### src/rtl/adc_offset_cal_ctrl_if.sv
// Handshake and data bundle for the ADC offset calibration sequencer.
// master drives start and core words; slave is the sequencer.
interface adc_offset_cal_ctrl_if #(
    parameter int unsigned ADC_DATA_WIDTH = 8,
    parameter int unsigned LOG2_LANES     = 3
);
    localparam int unsigned WORD_W = ADC_DATA_WIDTH << LOG2_LANES;

    logic                             start_i;
    logic        [WORD_W-1:0]         adc_signed_all_bit_i_A;
    logic        [WORD_W-1:0]         adc_signed_all_bit_i_B;
    logic        [WORD_W-1:0]         adc_signed_all_bit_i_C;
    logic        [WORD_W-1:0]         adc_signed_all_bit_i_D;
    logic signed [ADC_DATA_WIDTH-1:0] offset_o_A;
    logic signed [ADC_DATA_WIDTH-1:0] offset_o_B;
    logic signed [ADC_DATA_WIDTH-1:0] offset_o_C;
    logic signed [ADC_DATA_WIDTH-1:0] offset_o_D;
    logic                             busy_o;
    logic                             done_o;
    logic        [1:0]                core_sel_o;

    modport master (
        output start_i,
        output adc_signed_all_bit_i_A, adc_signed_all_bit_i_B,
        output adc_signed_all_bit_i_C, adc_signed_all_bit_i_D,
        input  offset_o_A, offset_o_B, offset_o_C, offset_o_D,
        input  busy_o, done_o, core_sel_o
    );

    modport slave (
        input  start_i,
        input  adc_signed_all_bit_i_A, adc_signed_all_bit_i_B,
        input  adc_signed_all_bit_i_C, adc_signed_all_bit_i_D,
        output offset_o_A, offset_o_B, offset_o_C, offset_o_D,
        output busy_o, done_o, core_sel_o
    );
endinterface

### src/rtl/adc_offset_cal_ctrl.sv
// Round-robin DC-offset measurement over ADC cores A-D; stores the floor mean per core.
// Define ADC_OFFSET_CAL_AUTO_EN for continuous re-measurement after each pass.
module adc_offset_cal_ctrl #(
    parameter int unsigned ADC_DATA_WIDTH = 8,
    parameter int unsigned LOG2_LANES     = 3,
    parameter int unsigned LOG2_FRAMES    = 10,
    parameter int unsigned SETTLE_CYCLES  = 16
) (
    input  logic                  clk,
    input  logic                  rst,
    adc_offset_cal_ctrl_if.slave  bus
);
    localparam int unsigned LANES  = 1 << LOG2_LANES;
    localparam int unsigned WORD_W = ADC_DATA_WIDTH * LANES;
    localparam int unsigned SUM_W  = ADC_DATA_WIDTH + LOG2_LANES;
    localparam int unsigned ACC_W  = SUM_W + LOG2_FRAMES;
    localparam int unsigned SHIFT  = LOG2_LANES + LOG2_FRAMES;
    localparam int unsigned SET_W  = $clog2(SETTLE_CYCLES + 1);
    localparam int unsigned CNT_W  = (SET_W > LOG2_FRAMES + 1) ? SET_W : LOG2_FRAMES + 1;
    localparam logic [CNT_W-1:0] SETTLE_LAST = CNT_W'(SETTLE_CYCLES - 1);
    localparam logic [CNT_W-1:0] FRAME_LAST  = CNT_W'((1 << LOG2_FRAMES) - 1);

    typedef enum logic [2:0] {StIdle, StSettle, StAccum, StStore, StDone} state_e;

    state_e                      state_q, state_d;
    logic        [CNT_W-1:0]     cnt_q, cnt_d;
    logic signed [ACC_W-1:0]     acc_q, acc_d;
    logic        [1:0]           sel_q, sel_d;
    logic signed [ADC_DATA_WIDTH-1:0] off_q [4];
    logic                        store_en;
    logic                        launch;
    logic        [WORD_W-1:0]    word_sel;
    logic signed [ADC_DATA_WIDTH-1:0] lane;
    logic signed [SUM_W-1:0]     lane_sum;
    logic signed [ACC_W-1:0]     acc_shr;

`ifdef ADC_OFFSET_CAL_AUTO_EN
    logic wait_q, wait_d;
    assign launch = bus.start_i | (wait_q & (cnt_q == FRAME_LAST));
`else
    assign launch = bus.start_i;
`endif

    always_comb begin
        unique case (sel_q)
            2'd0: word_sel = bus.adc_signed_all_bit_i_A;
            2'd1: word_sel = bus.adc_signed_all_bit_i_B;
            2'd2: word_sel = bus.adc_signed_all_bit_i_C;
            2'd3: word_sel = bus.adc_signed_all_bit_i_D;
        endcase
    end

    // Each lane is sign-extended to the full sum width before adding.
    always_comb begin
        lane_sum = '0;
        lane     = '0;
        for (int k = 0; k < int'(LANES); k++) begin
            lane     = word_sel[k*ADC_DATA_WIDTH +: ADC_DATA_WIDTH];
            lane_sum = lane_sum + SUM_W'(lane);
        end
    end

    assign acc_shr = acc_q >>> SHIFT;

    always_comb begin
        state_d  = state_q;
        cnt_d    = cnt_q;
        acc_d    = acc_q;
        sel_d    = sel_q;
        store_en = 1'b0;
`ifdef ADC_OFFSET_CAL_AUTO_EN
        wait_d   = wait_q;
`endif
        unique case (state_q)
            StIdle: begin
                if (launch) begin
                    state_d = StSettle;
                    sel_d   = '0;
                    cnt_d   = '0;
                    acc_d   = '0;
`ifdef ADC_OFFSET_CAL_AUTO_EN
                    wait_d  = 1'b0;
                end else if (wait_q) begin
                    cnt_d   = cnt_q + 1'b1;
`endif
                end
            end
            StSettle: begin
                if (cnt_q == SETTLE_LAST) begin
                    state_d = StAccum;
                    cnt_d   = '0;
                end else begin
                    cnt_d   = cnt_q + 1'b1;
                end
            end
            StAccum: begin
                acc_d = acc_q + ACC_W'(lane_sum);
                if (cnt_q == FRAME_LAST) begin
                    state_d = StStore;
                    cnt_d   = '0;
                end else begin
                    cnt_d   = cnt_q + 1'b1;
                end
            end
            StStore: begin
                store_en = 1'b1;
                if (sel_q != 2'd3) begin
                    state_d = StSettle;
                    sel_d   = sel_q + 1'b1;
                    acc_d   = '0;
                    cnt_d   = '0;
                end else begin
                    state_d = StDone;
                end
            end
            StDone: begin
                state_d = StIdle;
`ifdef ADC_OFFSET_CAL_AUTO_EN
                // The DONE cycle counts as the first cycle of the idle wait.
                wait_d  = 1'b1;
                cnt_d   = CNT_W'(1);
`endif
            end
            default: state_d = StIdle;
        endcase
    end

    always_ff @(posedge clk or posedge rst) begin
        if (rst) begin
            state_q <= StIdle;
            cnt_q   <= '0;
            acc_q   <= '0;
            sel_q   <= '0;
`ifdef ADC_OFFSET_CAL_AUTO_EN
            wait_q  <= 1'b0;
`endif
        end else begin
            state_q <= state_d;
            cnt_q   <= cnt_d;
            acc_q   <= acc_d;
            sel_q   <= sel_d;
`ifdef ADC_OFFSET_CAL_AUTO_EN
            wait_q  <= wait_d;
`endif
        end
    end

    always_ff @(posedge clk or posedge rst) begin
        if (rst) begin
            for (int i = 0; i < 4; i++) off_q[i] <= '0;
        end else if (store_en) begin
            off_q[sel_q] <= acc_shr[ADC_DATA_WIDTH-1:0];
        end
    end

    assign bus.offset_o_A = off_q[0];
    assign bus.offset_o_B = off_q[1];
    assign bus.offset_o_C = off_q[2];
    assign bus.offset_o_D = off_q[3];
    assign bus.busy_o     = (state_q != StIdle) && (state_q != StDone);
    assign bus.done_o     = (state_q == StDone);
    assign bus.core_sel_o = sel_q;
endmodule

### src/flat_wrapper.sv
// flat-port wrapper written by rule: the top's interface ports become plain ports
module adc_offset_cal_ctrl_flat 
#(
    parameter int unsigned ADC_DATA_WIDTH = 8,
    parameter int unsigned LOG2_LANES     = 3,
    parameter int unsigned LOG2_FRAMES    = 10,
    parameter int unsigned SETTLE_CYCLES  = 16
)
  (clk, rst, bus_start_i, bus_adc_signed_all_bit_i_A, bus_adc_signed_all_bit_i_B, bus_adc_signed_all_bit_i_C, bus_adc_signed_all_bit_i_D, bus_offset_o_A, bus_offset_o_B, bus_offset_o_C, bus_offset_o_D, bus_busy_o, bus_done_o, bus_core_sel_o);
  adc_offset_cal_ctrl_if #(.ADC_DATA_WIDTH(ADC_DATA_WIDTH), .LOG2_LANES(LOG2_LANES)) bus_i ();
  input  logic clk;
  input  logic rst;
  input wire logic [$bits(bus_i.start_i)-1:0] bus_start_i;
  input wire logic [$bits(bus_i.adc_signed_all_bit_i_A)-1:0] bus_adc_signed_all_bit_i_A;
  input wire logic [$bits(bus_i.adc_signed_all_bit_i_B)-1:0] bus_adc_signed_all_bit_i_B;
  input wire logic [$bits(bus_i.adc_signed_all_bit_i_C)-1:0] bus_adc_signed_all_bit_i_C;
  input wire logic [$bits(bus_i.adc_signed_all_bit_i_D)-1:0] bus_adc_signed_all_bit_i_D;
  output wire logic [$bits(bus_i.offset_o_A)-1:0] bus_offset_o_A;
  output wire logic [$bits(bus_i.offset_o_B)-1:0] bus_offset_o_B;
  output wire logic [$bits(bus_i.offset_o_C)-1:0] bus_offset_o_C;
  output wire logic [$bits(bus_i.offset_o_D)-1:0] bus_offset_o_D;
  output wire logic [$bits(bus_i.busy_o)-1:0] bus_busy_o;
  output wire logic [$bits(bus_i.done_o)-1:0] bus_done_o;
  output wire logic [$bits(bus_i.core_sel_o)-1:0] bus_core_sel_o;
  assign bus_i.start_i = bus_start_i;
  assign bus_i.adc_signed_all_bit_i_A = bus_adc_signed_all_bit_i_A;
  assign bus_i.adc_signed_all_bit_i_B = bus_adc_signed_all_bit_i_B;
  assign bus_i.adc_signed_all_bit_i_C = bus_adc_signed_all_bit_i_C;
  assign bus_i.adc_signed_all_bit_i_D = bus_adc_signed_all_bit_i_D;
  assign bus_offset_o_A = bus_i.offset_o_A;
  assign bus_offset_o_B = bus_i.offset_o_B;
  assign bus_offset_o_C = bus_i.offset_o_C;
  assign bus_offset_o_D = bus_i.offset_o_D;
  assign bus_busy_o = bus_i.busy_o;
  assign bus_done_o = bus_i.done_o;
  assign bus_core_sel_o = bus_i.core_sel_o;
  adc_offset_cal_ctrl #(.ADC_DATA_WIDTH(ADC_DATA_WIDTH), .LOG2_LANES(LOG2_LANES), .LOG2_FRAMES(LOG2_FRAMES), .SETTLE_CYCLES(SETTLE_CYCLES)) u_core (.clk(clk), .rst(rst), .bus(bus_i));
endmodule
### config.mk
export PLATFORM = sky130hd
export DESIGN_NAME = adc_offset_cal_ctrl_flat
export DESIGN_NICKNAME = d
export VERILOG_FILES = /design/src/rtl/adc_offset_cal_ctrl_if.sv /design/src/rtl/adc_offset_cal_ctrl.sv /design/src/flat_wrapper.sv
export SDC_FILE = /design/constraint.sdc
export NUM_CORES = 1
export LEC_CHECK = 0
export ABC_AREA = 1
export CAP_MARGIN = 20
export CORE_MARGIN = 4
export CORE_UTILIZATION = 49
export DETAILED_ROUTE_END_ITERATION = 12
export GPL_TIMING_DRIVEN = 0
export PLACE_DENSITY = 0.88
export SYNTH_ARGS = -nofsm -noshare
export SYNTH_HDL_FRONTEND = slang
export SYNTH_SLANG_ARGS = --single-unit
### constraint.sdc
create_clock -name clk -period 12.7 [get_ports clk]
set_clock_uncertainty 0.2 [all_clocks]
set_input_delay 1.905 -clock clk [delete_from_list [all_inputs] [get_ports clk]]
set_output_delay 1.905 -clock clk [all_outputs]
set_load 0.005 [all_outputs]
Word level (Yosys, flattened, before mapping) --
Cells that the tools add are included.
Cells by class: $add $sub $neg 10, magnitude comparators 2, eq/ne operators 15, mux-type cells 21, bitwise logic cells 1, reduce and logical (&&, ||, !) cells 12
Operator list (number):
- $pmux W64 S4 | 1
- $pmux W21 S3 | 1
- $add A11 B8 Y11 | 5
- $mux W11 | 4
- $pmux W11 S4 | 1
- $mux W21 | 2
- $bwmux W32 | 1
- $add A21 B11 Y21 | 1
- $demux W8 S2 | 1
- $mux W3 | 4
- $pmux W3 S4 | 1
- $reduce_and A3 Y1 | 4
- $add A11 B1 Y11 const B | 1
- $eq A11 B10 Y1 const B | 1
- $eq A11 B4 Y1 const B | 1
- $add A9 B8 Y10 | 1
- $add A8 B8 Y9 | 1
- $mux W8 | 1
- $eq A3 B2 Y1 const B | 2
- $ne A2 B1 Y1 const B | 3
- $reduce_bool A3 Y1 | 2
- $eq A2 B2 Y1 const B | 2
- $mux W2 | 2
- $ne A2 B2 Y1 const B | 2
- 15 further kinds | 16
Storage, ports and cells: register bits after elaboration 69, output and inout port bits 36, logic and storage cells 69

Longest topological paths before layout --
Gate-level depths: netlist of the first run.
word-level depth 11, gate-level depth with buffers 46

Worst setup path before layout of the first run --
OpenSTA, ideal clock, no wires.
path type input -> register, start in bus_adc_signed_all_bit_i_C[1], end reg u_core.acc_q[20], arrival time 7.900 ns, data required time 12.383 ns, path slack 4.483 ns, cell stages on the path 37, buffers on the path 0, cell sequence a21oi_1 -> a31oi_1 -> fa_1 -> ha_1 -> inv_1 -> fa_1 -> o21ai_0 -> a21oi_1 -> o21bai_1 -> nand2_1 -> nand3_1 -> o21ai_0 -> fa_1 -> inv_1 -> fa_1 -> fa_1 -> inv_1 -> ha_1 -> nand2_1 -> inv_1 -> nand2_1 -> nand2_1 -> a21oi_1 -> nand3_1 -> nand2_1 -> ha_1 -> nand2_1 -> inv_1 -> nand2_1 -> and2_1 -> nand2_1 -> nand2_1 -> nand2_1 -> nor2_1 -> nand3_1 -> nand3_1 -> nand2_1
Between the ends: word-level cells in the longest chain between the ends 10
Ends and longest elaborated chain:
- start, declared | RTL line flat_wrapper.sv:16 | input wire logic [$bits(bus_i.adc_signed_all_bit_i_C)-1:0] bus_adc_signed_all_bit_i_C;
- $pmux W64 S4 | RTL line adc_offset_cal_ctrl.sv:45 | unique case (sel_q)
- $add A8 B8 Y9 | RTL line adc_offset_cal_ctrl.sv:59 | lane_sum = lane_sum + SUM_W'(lane);
- $add A9 B8 Y10 | RTL line adc_offset_cal_ctrl.sv:59
- $add A11 B8 Y11 (5 in a row) | RTL line adc_offset_cal_ctrl.sv:59
- $add A21 B11 Y21 | RTL line adc_offset_cal_ctrl.sv:97 | acc_d = acc_q + ACC_W'(lane_sum);
- $pmux W21 S3 | RTL line adc_offset_cal_ctrl.sv:74 | unique case (state_q)
- end signal, assigned | RTL line adc_offset_cal_ctrl.sv:132 | acc_q <= '0;
- end signal, assigned | RTL line adc_offset_cal_ctrl.sv:140 | acc_q <= acc_d;
- end, declared | RTL line adc_offset_cal_ctrl.sv:27 | logic signed [ACC_W-1:0] acc_q, acc_d;
No other way between the ends. A chain may end at the register's enable or synchronous reset.

Worst setup path in the final report of the first run --
start in bus_adc_signed_all_bit_i_D[8], end reg u_core.acc_q[20]
Between the ends: word-level cells in the longest chain between the ends 10
Ends and longest elaborated chain:
- start, declared | RTL line flat_wrapper.sv:17 | input wire logic [$bits(bus_i.adc_signed_all_bit_i_D)-1:0] bus_adc_signed_all_bit_i_D;
- $pmux W64 S4 | RTL line adc_offset_cal_ctrl.sv:45
- $add A8 B8 Y9 | RTL line adc_offset_cal_ctrl.sv:59
- $add A9 B8 Y10 | RTL line adc_offset_cal_ctrl.sv:59
- $add A11 B8 Y11 (5 in a row) | RTL line adc_offset_cal_ctrl.sv:59
- $add A21 B11 Y21 | RTL line adc_offset_cal_ctrl.sv:97
- $pmux W21 S3 | RTL line adc_offset_cal_ctrl.sv:74
No other way between the ends.

==> summary by stage, run 1 <==
Outcome
The run finished with clean final reports.

Global routing
The first-pass GRT wire length is 46,000 µm. The number of antenna violations at the first check in global routing is 0. The pin count of the biggest net entering global routing is 70. The via count of the first global-routing pass is roughly 8,600. The remaining global-route overflow is 0. The global-route usage over all layers is 0.327.

Clocking
No sink is reached through more buffers than the 2 on the longest clock path. In this run, post-CTS hold repair placed 0 buffers. Post-CTS repair changed the size of 0 cells. The master cell of the clock root buffer is sky130_fd_sc_hd__clkbuf_16. Counting the buffers created by CTS gives 9. At the later pin of the worst-skew pair, clock insertion delay measures 0.34 ns. The clock-pin transition on the worst setup and hold timing paths is approximately 0.060 ns. In this run the number of H-tree levels came out at 3. TritonCTS built the clock tree. Clock tree synthesis found a total of 69 sinks. In this run the post-CTS setup repair buffer count came out at 0.

Placed design
Summed over all nets, the half-perimeter wirelength after detailed placement is 24,200 µm. The final weighted congestion in routability-driven placement is 0.974. The port buffer count is between 200 and 300.

Synthesis
The netlist uses between 40 and 50 different library cells. The cell count after synthesis is between 1,000 and 1,500. The number of nets handed over by synthesis was approximately 1,400. The synthesized netlist occupies a cell area of 0.00760 mm². The flip-flop and latch count after synthesis is 69.

Yosys mapped a number of flops with a built-in enable equal to 0. The cell type with the highest aggregate area in the netlist is sky130_fd_sc_hd__dfrtp_1. For this run, the register share of the synthesized area comes to 0.227. Among all flip-flop cells after synthesis, the most frequent one is sky130_fd_sc_hd__dfrtp_1. Counting flops with an async set or reset pin after synthesis yields a share of 1.00. The proportion of netlist area held by the largest area contributor is 0.227. After synthesis, the mean cell area works out to just over 7 µm².

After synthesis, the cell types taking the most area are sky130_fd_sc_hd__dfrtp_1 (23%), sky130_fd_sc_hd__nand2_1 (16%), sky130_fd_sc_hd__fa_1 (12%), sky130_fd_sc_hd__ha_1 (7.4%), sky130_fd_sc_hd__inv_1 (6.1%). Yosys printed 0 warnings.

Worst setup path
In this run the number of cells on the critical path is 37. The buffer and inverter count on the worst path is 6. On the critical path the largest part of the delay comes from adder cells.

In this run the worst path has a maximum fanout of 12. The worst setup path is captured at a flop. The worst stage delay on the critical path is between 0.6 and 0.7 ns. In this design, the critical path's most frequently occurring cell is sky130_fd_sc_hd__nand2_1. Data on the critical path arrives at its endpoint at 9.28 ns. The critical path is of the input pin to flop type. STA puts the critical path data required time at about 13 ns. The worst reg2reg path depth is 40.

The slowest stage cell on the critical path is sky130_fd_sc_hd__fa_1. The element type at the critical path start is an input pin.

STA
The slew at the pin closest to its max-slew limit is roughly 0.86 ns. On the final layout, the worst hold slack is just under 0.3 ns. The fmax is 108 MHz. Setup violations remaining at the end of the flow were counted as 0. The final period demand of the worst path is 9.26 ns.

Setup repair after global routing left no endpoint under its margin. The number of max-slew violations in the final report came to 0. The final sum of negative setup slack is 0 ns. The remaining max-slew budget at the tightest pin is 0.429.

The hold violation total from the final report is 0. The period utilization is 0.729.

Cells and area
Of the cells placed in the final design, the portion with a size suffix greater than 1 is 0.0375. The leading cell type in the layout, fill and taps excluded is sky130_fd_sc_hd__nand2_1. The layout overhead on the synthesized area is 46.2%. After the last flow step, the layout net total stands at 1,732. The top cell types in the final layout, fill and taps aside, are sky130_fd_sc_hd__nand2_1 (324), sky130_fd_sc_hd__clkdlybuf4s50_1 (294), sky130_fd_sc_hd__inv_1 (123), sky130_fd_sc_hd__nor2_1 (76), sky130_fd_sc_hd__dfrtp_1 (69).

Floorplan
The floorplan step set the die width to 133 µm. For this design the top-level I/O count stands at 295. The initial utilization of the core area, before any placement, comes to 0.500. The floorplan step defined a core boundary enclosing 0.0152 mm².

In this run the core area contains 45 standard-cell rows. The chip height is 133 µm. The die outline area is roughly 0.018 mm².

Worst hold path
The instance count along the most critical hold path is 2. In this run the worst hold path is classified as flop to flop.

Route
The number of vias after detailed routing is 8,967. The detailed router finished its first iteration with 854 violations. The average via count per standard cell is 5.69.

For this run, design rule violations remaining after detail routing come to 0. The number of nets with antenna violations after routing is 0. After detailed routing, the average wire length per cell comes to 18.9 µm. The pre-antenna-repair detailed-routing pass consisted of 6 iterations. The total length of routed wires is 29,800 µm.

Run
The number of max-cap violations is 0.
cells in the mapped netlist (all sizes together), types with 2 or more instances:
cell type  count
a22o          39
nand3b         6
o21ai         65
xnor2          5
nand4          8
nor2          82
nand3         36
a31oi         27
xor2          11
nor3b          2
ha            45
inv          131
fa            47
a21oi         67
o22ai         39
o21bai         6
o211ai         2
nand2        326
o31ai          2
dfrtp         69
clkbuf        30
a21o           5
nor3           7
buf           12
a21boi         2
worst paths after layout:
kind	from	end	slack (ns)
min reg2reg	u_core.acc_q[3]	u_core.acc_q[3]	0.29
max	bus_adc_signed_all_bit_i_D[8]	u_core.acc_q[20]	3.44
max in group asynchronous	rst	u_core.acc_q[8]	9.82
min in group asynchronous	rst	u_core.bus.offset_o_A[6]	1.92
max reg2reg	u_core.bus.core_sel_o[0]	u_core.acc_q[20]	3.65
min	u_core.acc_q[3]	u_core.acc_q[3]	0.29
final cells by class:
class | instances | area (µm²)
multi-input cells | 834 | 5200
fillers | 1179 | 4090
repair buffers | 294 | 2940
flip-flops and latches | 69 | 1730
inverters | 131 | 507
well taps | 188 | 235
clock buffers | 9 | 225
plain buffers | 42 | 170
clock inverters | 7 | 105
diodes | 1 | 2.50
worst register-to-register path: cells and delay by family, from the launching register on:
kind,cells,cell delay [ns]
compound gates,8,1.48
fa+ha+maj,9,3.63
flops,1,0.45
simple gates,15,1.71
buf+inv,8,1.47
stage by stage:
stage	instances	setup WS, ns	util	cell area [µm²]
final	1575	3.44	0.731	11100
after global routing	1574	2.80	0.731	11100
after CTS	1574	3.52	0.731	11100
after detailed placement	1558	3.22	0.709	10800
after global placement	1558	3.34	0.709	10800
after floorplan	1076	4.48	-	7600
routing by layer:
| layer | vias up | track usage | wire [µm] |
|---|---|---|---|
| met5 | - | 0 | 0 |
| met4 | 0 | 0.0849 | 799 |
| met3 | 66 | 0.0696 | 2850 |
| met2 | 508 | 0.544 | 13800 |
| met1 | 4207 | 0.437 | 12400 |
| li1 | 4186 | - | - |
flip-flops by register name (all words and copies together), names as in the netlist:
register,flops
u_core.acc_q,21
u_core.cnt_q,11
u_core.bus.offset_o_A,8
u_core.bus.offset_o_B,8
u_core.bus.offset_o_C,8
u_core.bus.offset_o_D,8
u_core.state_q,3
u_core.bus.core_sel_o,2
cells by family after synthesis:
| kind of cell | Yosys count | share of synthesized area |
|---|---|---|
| AOI/OAI and AO/OA | 255 | 0.209 |
| xor gates and xnor gates | 16 | 0.0184 |
| adders and majority gates | 92 | 0.198 |
| buffers and inverters | 173 | 0.0888 |
| DFF | 69 | 0.227 |
| and+or+nand+nor | 471 | 0.259 |
Power of run 1 is left out: the tool's default activity adds up to more than one toggle a clock period on the data nets, which glitch-free logic cannot reach.
==> inputs of run 2 (changes only) <==
CORE_UTILIZATION = 41   (was 49)
PLACE_DENSITY = 0.79   (was 0.88)
clock period = 7.41 ns   (was 12.7 ns; I/O delays follow)
==> run 2 against run 1 <==
  * Wire length up 3.3%
  * Critical path depth down 2
  * Sequential share of layout area down 1.4 points
  * Non-clock buffer count up 21
  * Sequential cell count unchanged
  * Via count down 1.9%
  * Register-to-register slack worse by 3.6 ns
  * Core utilization down 5.7 points
  * Worst setup slack worse by 3.4 ns
  * Final cell count up 3.9%
  * First-iteration DRC count down 29%
  * Clock-buffer cell count unchanged
==> summary by stage, run 2 (synthesis results as in run 1) <==
Floorplan
The die outline area is 0.0208 mm². In this run the count of I/O pins placed on the die edge is 295. Measured along the y axis, the die boundary spans 144 µm. Row generation in the floorplan step produced 49 rows. The core region is 0.0181 mm². The initial core utilization is 0.420. The width of the die is 144 µm.

Cells and area
The layout filler cell count is between 1,000 and 1,500. The top cell types in the final layout, fill and taps aside, are sky130_fd_sc_hd__nand2_1 (305), sky130_fd_sc_hd__clkdlybuf4s50_1 (279), sky130_fd_sc_hd__inv_1 (111), sky130_fd_sc_hd__nor2_1 (67), sky130_fd_sc_hd__dfrtp_1 (67). The layout overhead on the synthesized area is 60.5%. Summing all multi-input logic gate instances after layout gives a little under 0.006 mm². The post-route cell area is 0.0122 mm². The largest register by flop count is u_core.acc_q.

After the last flow step, the layout net total stands at 1,754. The register with the most flip-flops in the layout has 21 of them. The sequential cells in the finished layout cover a total of around 0.0017 mm².

In the final layout, the share of cells above drive strength 1 is 0.141. The largest registers in the layout are u_core.acc_q x21, u_core.cnt_q x11. The leading cell type in the layout, fill and taps excluded is sky130_fd_sc_hd__nand2_1.

Clocking
After clock tree synthesis, the clock-pin slew on the worst setup and hold paths is 0.06 ns. Clock tree synthesis inserted a total of 9 buffers. The clock passes through at most 2 buffers.

The latest clock arrival within the worst-skew pair is 0.34 ns. The tree is rooted in a sky130_fd_sc_hd__clkbuf_16. CTS saw a little under 70 sinks. TritonCTS built the clock tree. The H-tree was split into 3 levels.

Outcome
The flow ran to the end, and the final reports show no timing, DRC or antenna violations.

Route
Once detail routing completed, the nets flagged for antenna violations numbered 0. Summed over all layers, the routed wires come to 30,800 µm. Before antenna repair, the detailed router went through 5 iterations. The detailed router placed between 8,000 and 9,000 vias in this run. Dividing the detail-routed wire length by the instance count gives 18.8 µm. The initial detailed-routing violation count is 607.

For this run, design rule violations remaining after detail routing come to 0. The average via count per standard cell is 5.37.

Worst hold path
Counting instances, the worst hold path has a depth of 2. The tightest min-delay check is of the flop to flop type.

Worst setup path
In this design, the critical path's most frequently occurring cell is sky130_fd_sc_hd__nand2_1. In this run the worst setup path terminates at u_core.acc_q[20]. For this design, the slowest cell found on the critical path is sky130_fd_sc_hd__fa_1. The worst stage delay on the critical path is roughly 0.61 ns.

The type of destination of the critical path is a flop. The endpoint identified for the worst register-to-register timing path is u_core.acc_q[20]. The critical path startpoint is bus_adc_signed_all_bit_i_C[17]. The register-to-register setup slack is 0.07 ns. The worst reg2reg path depth is 38. Of all nets on the critical path, the largest fanout is 6. The worst setup path is launched from an input pin. Data arrives at the worst endpoint at 7.41 ns. By startpoint and endpoint, the worst setup path is classified as input pin to flop. The worst reg2reg path startpoint is u_core.bus.core_sel_o[1].

The endpoint required time on the critical path is approximately 7.4 ns.

STA
The hold violation total from the final report is 0. For the pin with the worst max-slew slack, the measured transition is 0.853 ns. The fmax is roughly 140 MHz. The final period demand of the worst path is 7.38 ns. Of the available clock period, the critical path in the final layout requires 0.996. Setup repair after global routing could not meet its margin everywhere. Setup total negative slack on the finished layout was measured at 0 ns.

The remaining max-slew budget at the tightest pin is 0.431. The number of max-slew violations in the final report is 0. Setup violations remaining at the end of the flow were counted as 0.

Global routing
For this run the aggregate overflow at the end of global routing stands at 0. The global-route usage over all layers is 0.281. The pin count of the biggest net entering global routing is 70.

The via count of the first global-routing pass was 8,765. The first-pass GRT wire length is 45,500 µm. The number of antenna violations at the first check in global routing is 2.

Run
The number of max-cap violations is 0.

Placed design
The final weighted congestion in routability-driven placement is 0.965. Summing all placed instances gives a cell area of between 0.01 and 0.015 mm². The detailed placement HPWL is around 24,000 µm. The port buffer count is 294.
==> run 2: worst max-delay path: cells and delay by family <==
kind                       cells  cell delay [ns]
AOI/OAI and AO/OA              7             0.92
adders and majority gates      8             3.30
buffers and inverters          5             0.58
and+or+nand+nor               15             1.48
==> run 2: cell type report <==
| type | count | share of cell area |
|---|---|---|
| inverters | 131 | 0.0422 |
| diodes | 1 | 0.000205 |
| well taps | 229 | 0.0235 |
| flip-flops and latches | 69 | 0.142 |
| repair buffers | 315 | 0.257 |
| plain buffers | 42 | 0.0265 |
| multi-input cells | 835 | 0.481 |
| clock inverters | 6 | 0.00923 |
| clock buffers | 9 | 0.0185 |
==> run 2: worst min-delay path by stage <==
stage	start	endpoint	slack (ns)
after floorplan	u_core.acc_q[3]	u_core.acc_q[3]	0.25
after global placement	u_core.acc_q[3]	u_core.acc_q[3]	0.26
after detailed placement	u_core.bus.offset_o_B[5]	u_core.bus.offset_o_B[5]	0.28
after CTS	u_core.bus.offset_o_B[5]	u_core.bus.offset_o_B[5]	0.29
after global routing	u_core.acc_q[6]	u_core.acc_q[6]	0.31
final	u_core.acc_q[2]	u_core.acc_q[2]	0.29
==> run 2: timing repair <==
action	CTS	global route
hold buffers	0	0
setup buffers	6	14
setup endpoints to repair	14	13
cloned	1	2
resized for setup	103	144
pin swaps	25	63
==> run 2: per-layer routing <==
| metal | vias up | GRT usage | routed length (µm) |
|---|---|---|---|
| met5 | - | 0 | 19 |
| met3 | 69 | 0.0489 | 2070 |
| met2 | 371 | 0.503 | 15200 |
| met4 | 2 | 0.0947 | 1110 |
| met1 | 4118 | 0.342 | 12400 |
| li1 | 4235 | - | - |
==> run 2: through the flow <==
stage	worst slack, ns	hold slack (ns)	instances	utilization
4_1_cts	0.0143	0.291	1621	0.642
2_1_floorplan	0.0132	0.248	1076	-
5_1_grt	-0.224	0.309	1637	0.674
6_report	0.0282	0.290	1637	0.674
3_3_place_gp	-1.18	0.263	1599	0.599
3_5_place_dp	-1.37	0.276	1599	0.599
Power of run 2 is left out for the same reason.
